$ cat config.mk
export PLATFORM = sky130hd
export DESIGN_NAME = single_neuron_accum
export DESIGN_NICKNAME = d
export VERILOG_FILES = /design/src/rtl/single_neuron_accum.sv
export SDC_FILE = /design/constraint.sdc
export NUM_CORES = 2
export LEC_CHECK = 0
export CAP_MARGIN = 10
export CORE_MARGIN = 8
export CORE_UTILIZATION = 50
export DETAILED_ROUTE_END_ITERATION = 16
export GPL_TIMING_DRIVEN = 0
export PLACE_DENSITY = 0.67
export REMOVE_ABC_BUFFERS = 1
export SLEW_MARGIN = 0
export SYNTH_ARGS = -nofsm -noshare
export SYNTH_HDL_FRONTEND = slang
export SYNTH_SLANG_ARGS = --single-unit
$ cat constraint.sdc
create_clock -name clk -period 44.8 [get_ports clk]
set_clock_uncertainty 0.15 [all_clocks]
set_input_delay 8.96 -clock clk [delete_from_list [all_inputs] [get_ports clk]]
set_output_delay 8.96 -clock clk [all_outputs]
set_load 0.1 [all_outputs]
$ cat src/rtl/single_neuron_accum.sv
// Serial single-precision neuron pre-activation: bias + sum(x*w) over N_INPUTS beats.
// Contains the single_multiply (2-cycle) and single_add_1clk (1-cycle) cores it sequences.

module single_multiply (
   input  logic        clk,
   input  logic        rstn,
   input  logic        in_valid,
   input  logic [31:0] a,
   input  logic [31:0] b,
   output logic        out_valid,
   output logic [31:0] c
);
   logic               vld_p1_q, vld_p1_d, vld_p2_q, vld_p2_d;
   logic               sign_p1_q, sign_p1_d, zero_p1_q, zero_p1_d;
   logic               inf_p1_q, inf_p1_d, nan_p1_q, nan_p1_d;
   logic signed [9:0]  exp_p1_q, exp_p1_d;
   logic [47:0]        prod_p1_q, prod_p1_d;
   logic [31:0]        c_p2_q, c_p2_d;
   logic [23:0]        ma, mb;
   logic               a_zero, b_zero, a_inf, b_inf, a_nan, b_nan;
   logic signed [9:0]  e_n;
   logic [26:0]        m_n;

   function automatic logic [31:0] round_pack(input logic sign, input logic signed [9:0] e,
                                              input logic [26:0] m);
      logic [24:0]       mant;
      logic signed [9:0] en;
      logic              up;
      up   = m[2] & (m[1] | m[0] | m[3]);
      mant = {1'b0, m[26:3]} + {24'b0, up};
      en   = e;
      if (mant[24]) begin
         mant = mant >> 1;
         en   = en + 10'sd1;
      end
      if (en >= 10'sd255)    round_pack = {sign, 8'hff, 23'h0};
      else if (en <= 10'sd0) round_pack = {sign, 31'h0};
      else                   round_pack = {sign, en[7:0], mant[22:0]};
   endfunction

   always_comb begin
      a_zero    = (a[30:23] == 8'h00);
      b_zero    = (b[30:23] == 8'h00);
      a_inf     = (a[30:23] == 8'hff) && (a[22:0] == 23'h0);
      b_inf     = (b[30:23] == 8'hff) && (b[22:0] == 23'h0);
      a_nan     = (a[30:23] == 8'hff) && (a[22:0] != 23'h0);
      b_nan     = (b[30:23] == 8'hff) && (b[22:0] != 23'h0);
      ma        = {1'b1, a[22:0]};
      mb        = {1'b1, b[22:0]};
      vld_p1_d  = in_valid;
      sign_p1_d = a[31] ^ b[31];
      nan_p1_d  = a_nan | b_nan | (a_inf & b_zero) | (b_inf & a_zero);
      inf_p1_d  = a_inf | b_inf;
      zero_p1_d = a_zero | b_zero;
      prod_p1_d = {24'b0, ma} * {24'b0, mb};
      exp_p1_d  = $signed({2'b0, a[30:23]}) + $signed({2'b0, b[30:23]}) - 10'sd127;
   end

   // stage p1 -> p2: normalise the 48-bit product into 24 bits plus guard/round/sticky
   always_comb begin
      if (prod_p1_q[47]) begin
         m_n = {prod_p1_q[47:22], |prod_p1_q[21:0]};
         e_n = exp_p1_q + 10'sd1;
      end else begin
         m_n = {prod_p1_q[46:21], |prod_p1_q[20:0]};
         e_n = exp_p1_q;
      end
      vld_p2_d = vld_p1_q;
      if (nan_p1_q)       c_p2_d = 32'h7fc00000;
      else if (inf_p1_q)  c_p2_d = {sign_p1_q, 8'hff, 23'h0};
      else if (zero_p1_q) c_p2_d = {sign_p1_q, 31'h0};
      else                c_p2_d = round_pack(sign_p1_q, e_n, m_n);
   end

   always_ff @(posedge clk) begin
      if (!rstn) begin
         vld_p1_q <= 1'b0;
         vld_p2_q <= 1'b0;
      end else begin
         vld_p1_q <= vld_p1_d;
         vld_p2_q <= vld_p2_d;
      end
      sign_p1_q <= sign_p1_d;
      zero_p1_q <= zero_p1_d;
      inf_p1_q  <= inf_p1_d;
      nan_p1_q  <= nan_p1_d;
      exp_p1_q  <= exp_p1_d;
      prod_p1_q <= prod_p1_d;
      c_p2_q    <= c_p2_d;
   end

   assign out_valid = vld_p2_q;
   assign c         = c_p2_q;
endmodule

module single_add_1clk (
   input  logic        clk,
   input  logic        rstn,
   input  logic        in_valid,
   input  logic [31:0] a,
   input  logic [31:0] b,
   output logic        out_valid,
   output logic [31:0] c
);
   logic              vld_q, vld_d;
   logic [31:0]       c_q, c_d;
   logic [31:0]       big, sml;
   logic [26:0]       mbig, msml, msh, diff, m;
   logic [27:0]       sum28;
   logic [4:0]        lz;
   logic signed [9:0] e;
   logic              a_inf, b_inf, a_nan, b_nan;

   function automatic logic [31:0] round_pack(input logic sign, input logic signed [9:0] e_in,
                                              input logic [26:0] m_in);
      logic [24:0]       mant;
      logic signed [9:0] en;
      logic              up;
      up   = m_in[2] & (m_in[1] | m_in[0] | m_in[3]);
      mant = {1'b0, m_in[26:3]} + {24'b0, up};
      en   = e_in;
      if (mant[24]) begin
         mant = mant >> 1;
         en   = en + 10'sd1;
      end
      if (en >= 10'sd255)    round_pack = {sign, 8'hff, 23'h0};
      else if (en <= 10'sd0) round_pack = {sign, 31'h0};
      else                   round_pack = {sign, en[7:0], mant[22:0]};
   endfunction

   function automatic logic [26:0] shr_sticky(input logic [26:0] v, input logic [7:0] d);
      logic [26:0] tmp, mask;
      if (d >= 8'd27) begin
         shr_sticky = {26'b0, |v};
      end else begin
         tmp        = v >> d;
         mask       = (27'h1 << d) - 27'h1;
         shr_sticky = {tmp[26:1], tmp[0] | (|(v & mask))};
      end
   endfunction

   function automatic logic [4:0] lzc27(input logic [26:0] v);
      logic found;
      found = 1'b0;
      lzc27 = 5'd0;
      for (int i = 26; i >= 0; i--) begin
         if (v[i])        found = 1'b1;
         else if (!found) lzc27 = lzc27 + 5'd1;
      end
   endfunction

   always_comb begin
      a_inf = (a[30:23] == 8'hff) && (a[22:0] == 23'h0);
      b_inf = (b[30:23] == 8'hff) && (b[22:0] == 23'h0);
      a_nan = (a[30:23] == 8'hff) && (a[22:0] != 23'h0);
      b_nan = (b[30:23] == 8'hff) && (b[22:0] != 23'h0);
      // order by magnitude so the sign of the result is the sign of big
      if (b[30:0] > a[30:0]) begin
         big = b;
         sml = a;
      end else begin
         big = a;
         sml = b;
      end
      mbig  = (big[30:23] == 8'h00) ? 27'h0 : {1'b1, big[22:0], 3'b0};
      msml  = (sml[30:23] == 8'h00) ? 27'h0 : {1'b1, sml[22:0], 3'b0};
      msh   = shr_sticky(msml, big[30:23] - sml[30:23]);
      sum28 = {1'b0, mbig} + {1'b0, msh};
      diff  = mbig - msh;
      lz    = lzc27(diff);
      if (big[31] == sml[31]) begin
         if (sum28[27]) begin
            m = {sum28[27:2], sum28[1] | sum28[0]};
            e = $signed({2'b0, big[30:23]}) + 10'sd1;
         end else begin
            m = sum28[26:0];
            e = $signed({2'b0, big[30:23]});
         end
      end else begin
         m = diff << lz;
         e = $signed({2'b0, big[30:23]}) - $signed({5'b0, lz});
      end
      vld_d = in_valid;
      if (a_nan | b_nan | (a_inf & b_inf & (a[31] != b[31]))) c_d = 32'h7fc00000;
      else if (a_inf)                                          c_d = a;
      else if (b_inf)                                          c_d = b;
      else if ((big[31] != sml[31]) && (diff == 27'h0))        c_d = 32'h0;
      else                                                     c_d = round_pack(big[31], e, m);
   end

   always_ff @(posedge clk) begin
      if (!rstn) vld_q <= 1'b0;
      else       vld_q <= vld_d;
      c_q <= c_d;
   end

   assign out_valid = vld_q;
   assign c         = c_q;
endmodule

module single_neuron_accum #(
   parameter int N_INPUTS = 8
) (
   input  logic        clk,
   input  logic        rst,
   input  logic        in_valid,
   output logic        in_ready,
   input  logic [31:0] x,
   input  logic [31:0] w,
   input  logic [31:0] bias,
   output logic        out_valid,
   output logic [31:0] c
);
   localparam int CNT_W = (N_INPUTS > 1) ? $clog2(N_INPUTS) : 1;
   localparam logic [CNT_W-1:0] CNT_LAST = CNT_W'(N_INPUTS - 1);

   typedef enum logic [1:0] {S_READY, S_MUL, S_ADD, S_DONE} state_t;

   state_t           state_q, state_d;
   logic [CNT_W-1:0] cnt_q, cnt_d;
   logic [31:0]      acc_q, acc_d, c_q, c_d;
   logic             beat, core_rstn;
   logic             mul_in_vld, mul_out_vld, add_in_vld, add_out_vld;
   logic [31:0]      prod, prod_flush, sum;

   assign core_rstn  = ~rst;
   assign beat       = in_valid && in_ready;
   assign prod_flush = (prod[30:23] == 8'h00) ? 32'h0 : prod;

   // x/w go straight into the multiplier's input stage on the accept edge
   single_multiply u_mul (
      .clk       (clk),
      .rstn      (core_rstn),
      .in_valid  (mul_in_vld),
      .a         (x),
      .b         (w),
      .out_valid (mul_out_vld),
      .c         (prod)
   );

   single_add_1clk u_add (
      .clk       (clk),
      .rstn      (core_rstn),
      .in_valid  (add_in_vld),
      .a         (acc_q),
      .b         (prod_flush),
      .out_valid (add_out_vld),
      .c         (sum)
   );

   always_ff @(posedge clk) begin
      if (rst) state_q <= S_READY;
      else     state_q <= state_d;
   end

   always_comb begin
      state_d = state_q;
      case (state_q)
         S_READY: if (beat)        state_d = S_MUL;
         S_MUL:   if (mul_out_vld) state_d = S_ADD;
         S_ADD:   if (add_out_vld) state_d = (cnt_q == CNT_LAST) ? S_DONE : S_READY;
         default:                  state_d = S_READY;
      endcase
   end

   always_comb begin
      in_ready   = (state_q == S_READY) && !rst;
      out_valid  = (state_q == S_DONE);
      mul_in_vld = beat;
      add_in_vld = (state_q == S_MUL) && mul_out_vld && !rst;
   end

   always_comb begin
      acc_d = acc_q;
      cnt_d = cnt_q;
      c_d   = c_q;
      if (beat && (cnt_q == '0)) acc_d = bias;
      if ((state_q == S_ADD) && add_out_vld) begin
         acc_d = sum;
         if (cnt_q == CNT_LAST) begin
            cnt_d = '0;
            c_d   = sum;
         end else begin
            cnt_d = cnt_q + CNT_W'(1);
         end
      end
   end

   always_ff @(posedge clk) begin
      if (rst) begin
         acc_q <= 32'h0;
         cnt_q <= '0;
         c_q   <= 32'h0;
      end else begin
         acc_q <= acc_d;
         cnt_q <= cnt_d;
         c_q   <= c_d;
      end
   end

   assign c = c_q;
endmodule

# Word-level counts from Yosys, hierarchy flattened
# Cells that the tools add are included.
dict set report classes {
  addsub 40
  n_mul 1
  order_cmp 6
  eq_ne 14
  shift 3
  mux 119
  bitwise 21
  n_reduce_logical 41
}
# op count
set op_table {}
lappend op_table {{$mux 5} 52}
lappend op_table {{$mux 32} 8}
lappend op_table {{$mux 27} 6}
lappend op_table {{$mux 31} 5}
lappend op_table {{$add 5x1->5 const B} 25}
lappend op_table {{$mux 10} 12}
lappend op_table {{$logic_not 23->1} 4}
lappend op_table {{$reduce_bool 23->1} 4}
lappend op_table {{$mux 23} 3}
lappend op_table {{$reduce_or 27->1} 2}
lappend op_table {{$add 24x1->25} 2}
lappend op_table {{$mul 24x24->48} 1}
lappend op_table {{$logic_not 8->1} 5}
lappend op_table {{$eq 8x8->1 const B} 4}
lappend op_table {{$gt 31x31->1} 1}
lappend op_table {{$add 10x2->10 const B} 3}
lappend op_table {{$add 27x27->28} 1}
lappend op_table {{$and 27x27->27} 1}
lappend op_table {{$logic_not 27->1} 1}
lappend op_table {{$mux 1} 27}
lappend op_table {{$shl 1x8->27 const A} 1}
lappend op_table {{$shl 27x5->27} 1}
lappend op_table {{$shr 27x8->27} 1}
lappend op_table {{$sub 27x1->27 const B} 1}
lappend op_table {{other kinds (35)} 74}
dict set report totals {
  ff_bits 198
  output_inout_bits 34
}

# Longest topological paths before layout
dict set report logic_depth {
  depth_word 108
  mapped_depth 152
  ltp_nobuf 139
}

# By module
# A second synthesis with hierarchy kept.
dict set report unflattened {
  cells_unflattened 5490
  hier_area_um2 42987.5
}
# mod n_inst cells_each area_per_inst_um2 seq_area_each_um2
set modules_own_cells {}
lappend modules_own_cells {single_multiply 1 2587 23134.7 1921.8}
lappend modules_own_cells {single_add_1clk 1 2475 16605.9 660.6}
lappend modules_own_cells {single_neuron_accum 1 428 3246.9 1381.3}

# Least setup slack after synthesis
# No wires, ideal clock.
dict set report synth_path {
  kind {register -> register}
  from {register u_mul.c_p2_q[28], in the netlist u_mul.c[28]}
  to {register u_add.c_q[11], in the netlist u_add.c[11]}
  setup_time_ps 78
  arrival_ps 28571
  slack_ps 16001
  path_stages_with_launch 148
  path_buffers 15
  period_less_slack_ps 28799
  path_cell_list {dfxtp_1 -> buf_6 -> nor4_4 -> nand2_1 -> clkbuf_1 -> clkbuf_1 -> nand2_1 -> inv_1 -> ha_1 -> a211oi_1 -> o21ai_0 -> o221ai_1 -> o211ai_1 -> or3_1 -> buf_2 -> nand2_1 -> buf_2 -> buf_2 -> [112 not listed] -> mux2_4 -> mux2i_4 -> xnor3_1 -> clkbuf_1 -> o32ai_1 -> a221oi_1 -> nor2_1 -> ha_1 -> ha_1 -> nand2_1 -> or4_4 -> or4b_1 -> buf_2 -> nor4_2 -> mux2i_1 -> o2111ai_4 -> buf_4 -> nor3_1}
}
dict set report synth_via {
  elab_chain_cells 108
  elab_cells_between_ends 166
  cone_classes {add/sub (34); order compare (4); eq/ne (4); shift (3); mux (100); bitwise (10); reduce/logical (11)}
}
# item line_no
set synth_rtl {}
lappend synth_rtl {{from (decl)} 18} ;# logic [31:0] c_p2_q, c_p2_d;
lappend synth_rtl {{from (signal assigned)} 89} ;# c_p2_q <= c_p2_d;
lappend synth_rtl {{$logic_not 8->1} 228} ;# assign prod_flush = (prod[30:23] == 8'h00) ? 32'h0 : prod;
lappend synth_rtl {{$mux 32 *} 228}
lappend synth_rtl {{$gt 31x31->1} 158} ;# if (b[30:0] > a[30:0]) begin
lappend synth_rtl {{$mux 32} 158}
lappend synth_rtl {{$sub 8x8->8} 167} ;# msh = shr_sticky(msml, big[30:23] - sml[30:23]);
lappend synth_rtl {{$shl 1x8->27} 137} ;# mask = (27'h1 << d) - 27'h1;
lappend synth_rtl {{$sub 27x1->27} 137}
lappend synth_rtl {{$and 27x27->27} 138} ;# shr_sticky = {tmp[26:1], tmp[0] | (|(v & mask))};
lappend synth_rtl {{[92 not listed]} -}
lappend synth_rtl {{$mux 10} 185} ;# else if (a_inf) c_d = a;
lappend synth_rtl {{$mux 10} 184} ;# if (a_nan | b_nan | (a_inf & b_inf & (a[31] != b[31]))) c_d = 32'h7fc00000;
lappend synth_rtl {{$le 10x1->1} 127} ;# else if (en <= 10'sd0) round_pack = {sign, 31'h0};
lappend synth_rtl {{$mux 31} 127}
lappend synth_rtl {{$mux 31} 126} ;# if (en >= 10'sd255) round_pack = {sign, 8'hff, 23'h0};
lappend synth_rtl {{$mux 32} 187} ;# else if ((big[31] != sml[31]) && (diff == 27'h0)) c_d = 32'h0;
lappend synth_rtl {{$mux 32} 186} ;# else if (b_inf) c_d = b;
lappend synth_rtl {{$mux 32} 185}
lappend synth_rtl {{to (signal assigned)} 194} ;# c_q <= c_d;
lappend synth_rtl {{to (decl)} 106} ;# logic [31:0] c_q, c_d;
# Every way passes the cells marked *; elsewhere a longest branch is shown, timed or not. The select of a mux whose other input is x is not followed.
# A chain may end at the register's enable or synchronous reset.

# Final worst setup path
dict set report layout_path {
  from {register u_mul.c_p2_q[28], in the netlist u_mul.c[28]}
  to {register u_add.c_q[1], in the netlist u_add.c[1]}
}
# The elaborated chain is that of the path after synthesis.

==> results_dict.tcl <==
set metrics [dict create \
    status "complete, no violations" \
    slew_viol_final 0 \
    nNetsFinal 6048 \
    dp_slack_ns 9.49 \
    end_kind "flop" \
    worst_setup_path_start_kind "flop" \
    hold_violations 0 \
    netlist_instances 5253 \
    place.gp.congestion 1.01 \
    port_buffers 132 \
    critical_path_class "flop to flop" \
    wl_per_cell_um 21.2 \
    routed_wl_um 132000 \
    path_clk_slew_ns 0.09 \
    first_global_vias 37100 \
    cp_top_family "simple AND/OR/NAND/NOR gates" \
    synth.avg_cell_area_um2 7.76 \
    ctsResizeCount 0 \
    synthFlopType "dfxtp_1" \
    critPathSlowestCell "nor3_1" \
    fill_cells 7658 \
    setup_slack_ns 8.87 \
    setup_tns_ns 0 \
    yosysTopAreaCellShare 0.238 \
    postSynth.asyncResetShare 0 \
    syn2layout_area_growth_pct 7.85 \
    rsz0062_at_grt "false" \
    grt_max_degree 53 \
    drive_above_1_share 0.0448 \
    cts_buffer_depth 2 \
    cts_tree "done" \
    route.vias.total 37200 \
    worst_slew_pin_slew_ns 1.38 \
    synth_top_family_by_area "adder cells" \
    maxCapViolations 0 \
    synth_xor_area_frac 0.0569 \
    drc 0 \
    core_area_um2 80700 \
    die_h_um 302 \
    worst_hold_path_type "flop to flop" \
    start_util 0.505 \
    cts_sinks 198 \
    fin_crit_ns 35.93 \
    crit_path_max_fanout 30 \
    dr.first_iter.drc_count 3366 \
    fmax_mhz 27.8 \
    final_antenna_net_count 0 \
    firstDrtPassIters 8 \
    dp.cells 6185 \
    yosysWarnings 0 \
    grt_first_pass_wirelength_um 208000 \
    crit_arrival_ns 36.07 \
    critical_path.max_stage_delay_ns 0.92 \
    yosys.cell_count.top_type "nand2_1" \
    grt_use_total 0.288 \
    final_cell_count_no_fill 6236 \
    cts-buffers-inserted 17 \
    cts_setup_buffers 0 \
    syn_area_um2 40800 \
    clockRootBuffer "clkbuf_16" \
    cts_hold_buffers 0 \
    slew_headroom 0.0748 \
    synth_simple_gate_area_frac 0.235 \
    rows 104 \
    crit_path_frequent_cell "ha_1" \
    hpwl_um 104000 \
    critPathBufInv 6 \
    drt-vias-per-instance 5.97 \
    synth_enable_flop_cells 0 \
    die_area_um2 90900 \
    top_level_ports 133 \
    yosys.area_share.adder 0.332 \
    muxShareOfSynthArea 0.0394 \
    antenna_found_initial 6 \
    synth_compound_area_frac 0.148 \
    synth.top_cells.by_count "803 x nand2_1, 685 x inv_1, 485 x fa_1" \
    yosysTopAreaCell "fa_1" \
    synth-seq-area-share 0.0972 \
    synthDistinctLibCells 123 \
    ys_ff_latch 198 \
    critPathRequiredTime_ns 44.94 \
    cts_max_level 4 \
    clk_latency_ns 0.50 \
    synthTopCellsByArea "fa_1 24%, dfxtp_1 9.7%, ha_1 9.3%, nand2_1 7.4%, inv_1 6.3%" \
    setup_violations 0 \
    fp.dieW_um 302 \
    fin_crit_sh 0.802 \
    grt_overflow 0 \
]
==> per-stage QoR <==
| stage | utilization | hold WS [ns] | instance area [um2] |
|---|---|---|---|
| finish | 0.545 | 0.296 | 44000 |
| global route | 0.545 | 0.311 | 44000 |
| CTS | 0.540 | 0.305 | 43600 |
| detailed placement | 0.532 | 0.291 | 42900 |
| global placement | 0.524 | 0.269 | 42300 |
| floorplan | - | 0.264 | 39600 |
==> final timing paths <==
check                           cells after the start       startpoint  slack, ns     endpoint
worst max register to register                    133      u_mul.c[28]       8.87   u_add.c[1]
worst min register to register                      1  u_mul.sign_p1_q       0.30  u_mul.c[31]
worst max-delay path                              133      u_mul.c[28]       8.87   u_add.c[1]
worst min-delay path                                1  u_mul.sign_p1_q       0.30  u_mul.c[31]
==> logic make-up after synthesis <==
logic type / count (synthesis)
multiplexers: 140
adder cells (fa/ha/maj): 793
AND/OR/NAND/NOR: 1993
XOR/XNOR: 243
flip-flops: 198
buffers and inverters: 981
AO/OA/AOI/OAI: 905
==> cells in the final DEF (no fill, tap or decap), types with 39 or more instances in the layout <==
cell             count
nor3_1             100
nand3_1             93
nand2_1            800
and2_1             270
nand4_1             64
a211oi_1            41
o21ai_0            160
fa_1               485
a311oi_1            39
and3_1              61
nor4_1              58
ha_1               301
mux2i_1             98
o21bai_1            39
a21oi_1            301
dfxtp_1            197
clkdlybuf4s50_1    131
nor2_1             365
xor2_1              79
xnor2_1            146
inv_1              685
==> registers in the layout (all words and copies together) (netlist names) <==
signal and flops:
acc_q 32, c 32, cnt_q 3, state_q 2
u_add.c 32, u_add.out_valid 1, u_mul.c 32, u_mul.exp_p1_q 10
u_mul.inf_p1_q 1, u_mul.nan_p1_q 1, u_mul.out_valid 1, u_mul.prod_p1_q 48
u_mul.sign_p1_q 1, u_mul.vld_p1_q 1, u_mul.zero_p1_q 1
==> layer usage <==
| layer | routed length [um] | GRT usage | part of all wire |
|---|---|---|---|
| met1 | 55300 | 0.377 | 0.42 |
| met2 | 61000 | 0.477 | 0.46 |
| met3 | 11000 | 0.0490 | 0.083 |
| met4 | 4860 | 0.107 | 0.037 |
| met5 | 13 | 0 | 0.000098 |
==> layout make-up <==
cell class                 instances  area [um2]  area share
clock inverter                    14         221     0.00504
multi-input combinational       4074       33200       0.754
timing repair buffer             181        2290      0.0520
antenna                            2        5.00    0.000114
clock buffer                      17         425     0.00967
sequential                       198        3970      0.0902
inverter                         690        2590      0.0589
tap                             1060        1330      0.0302
Power is left out: the tool's default activity adds up to more than one toggle a clock period on the data nets, which glitch-free logic cannot reach.
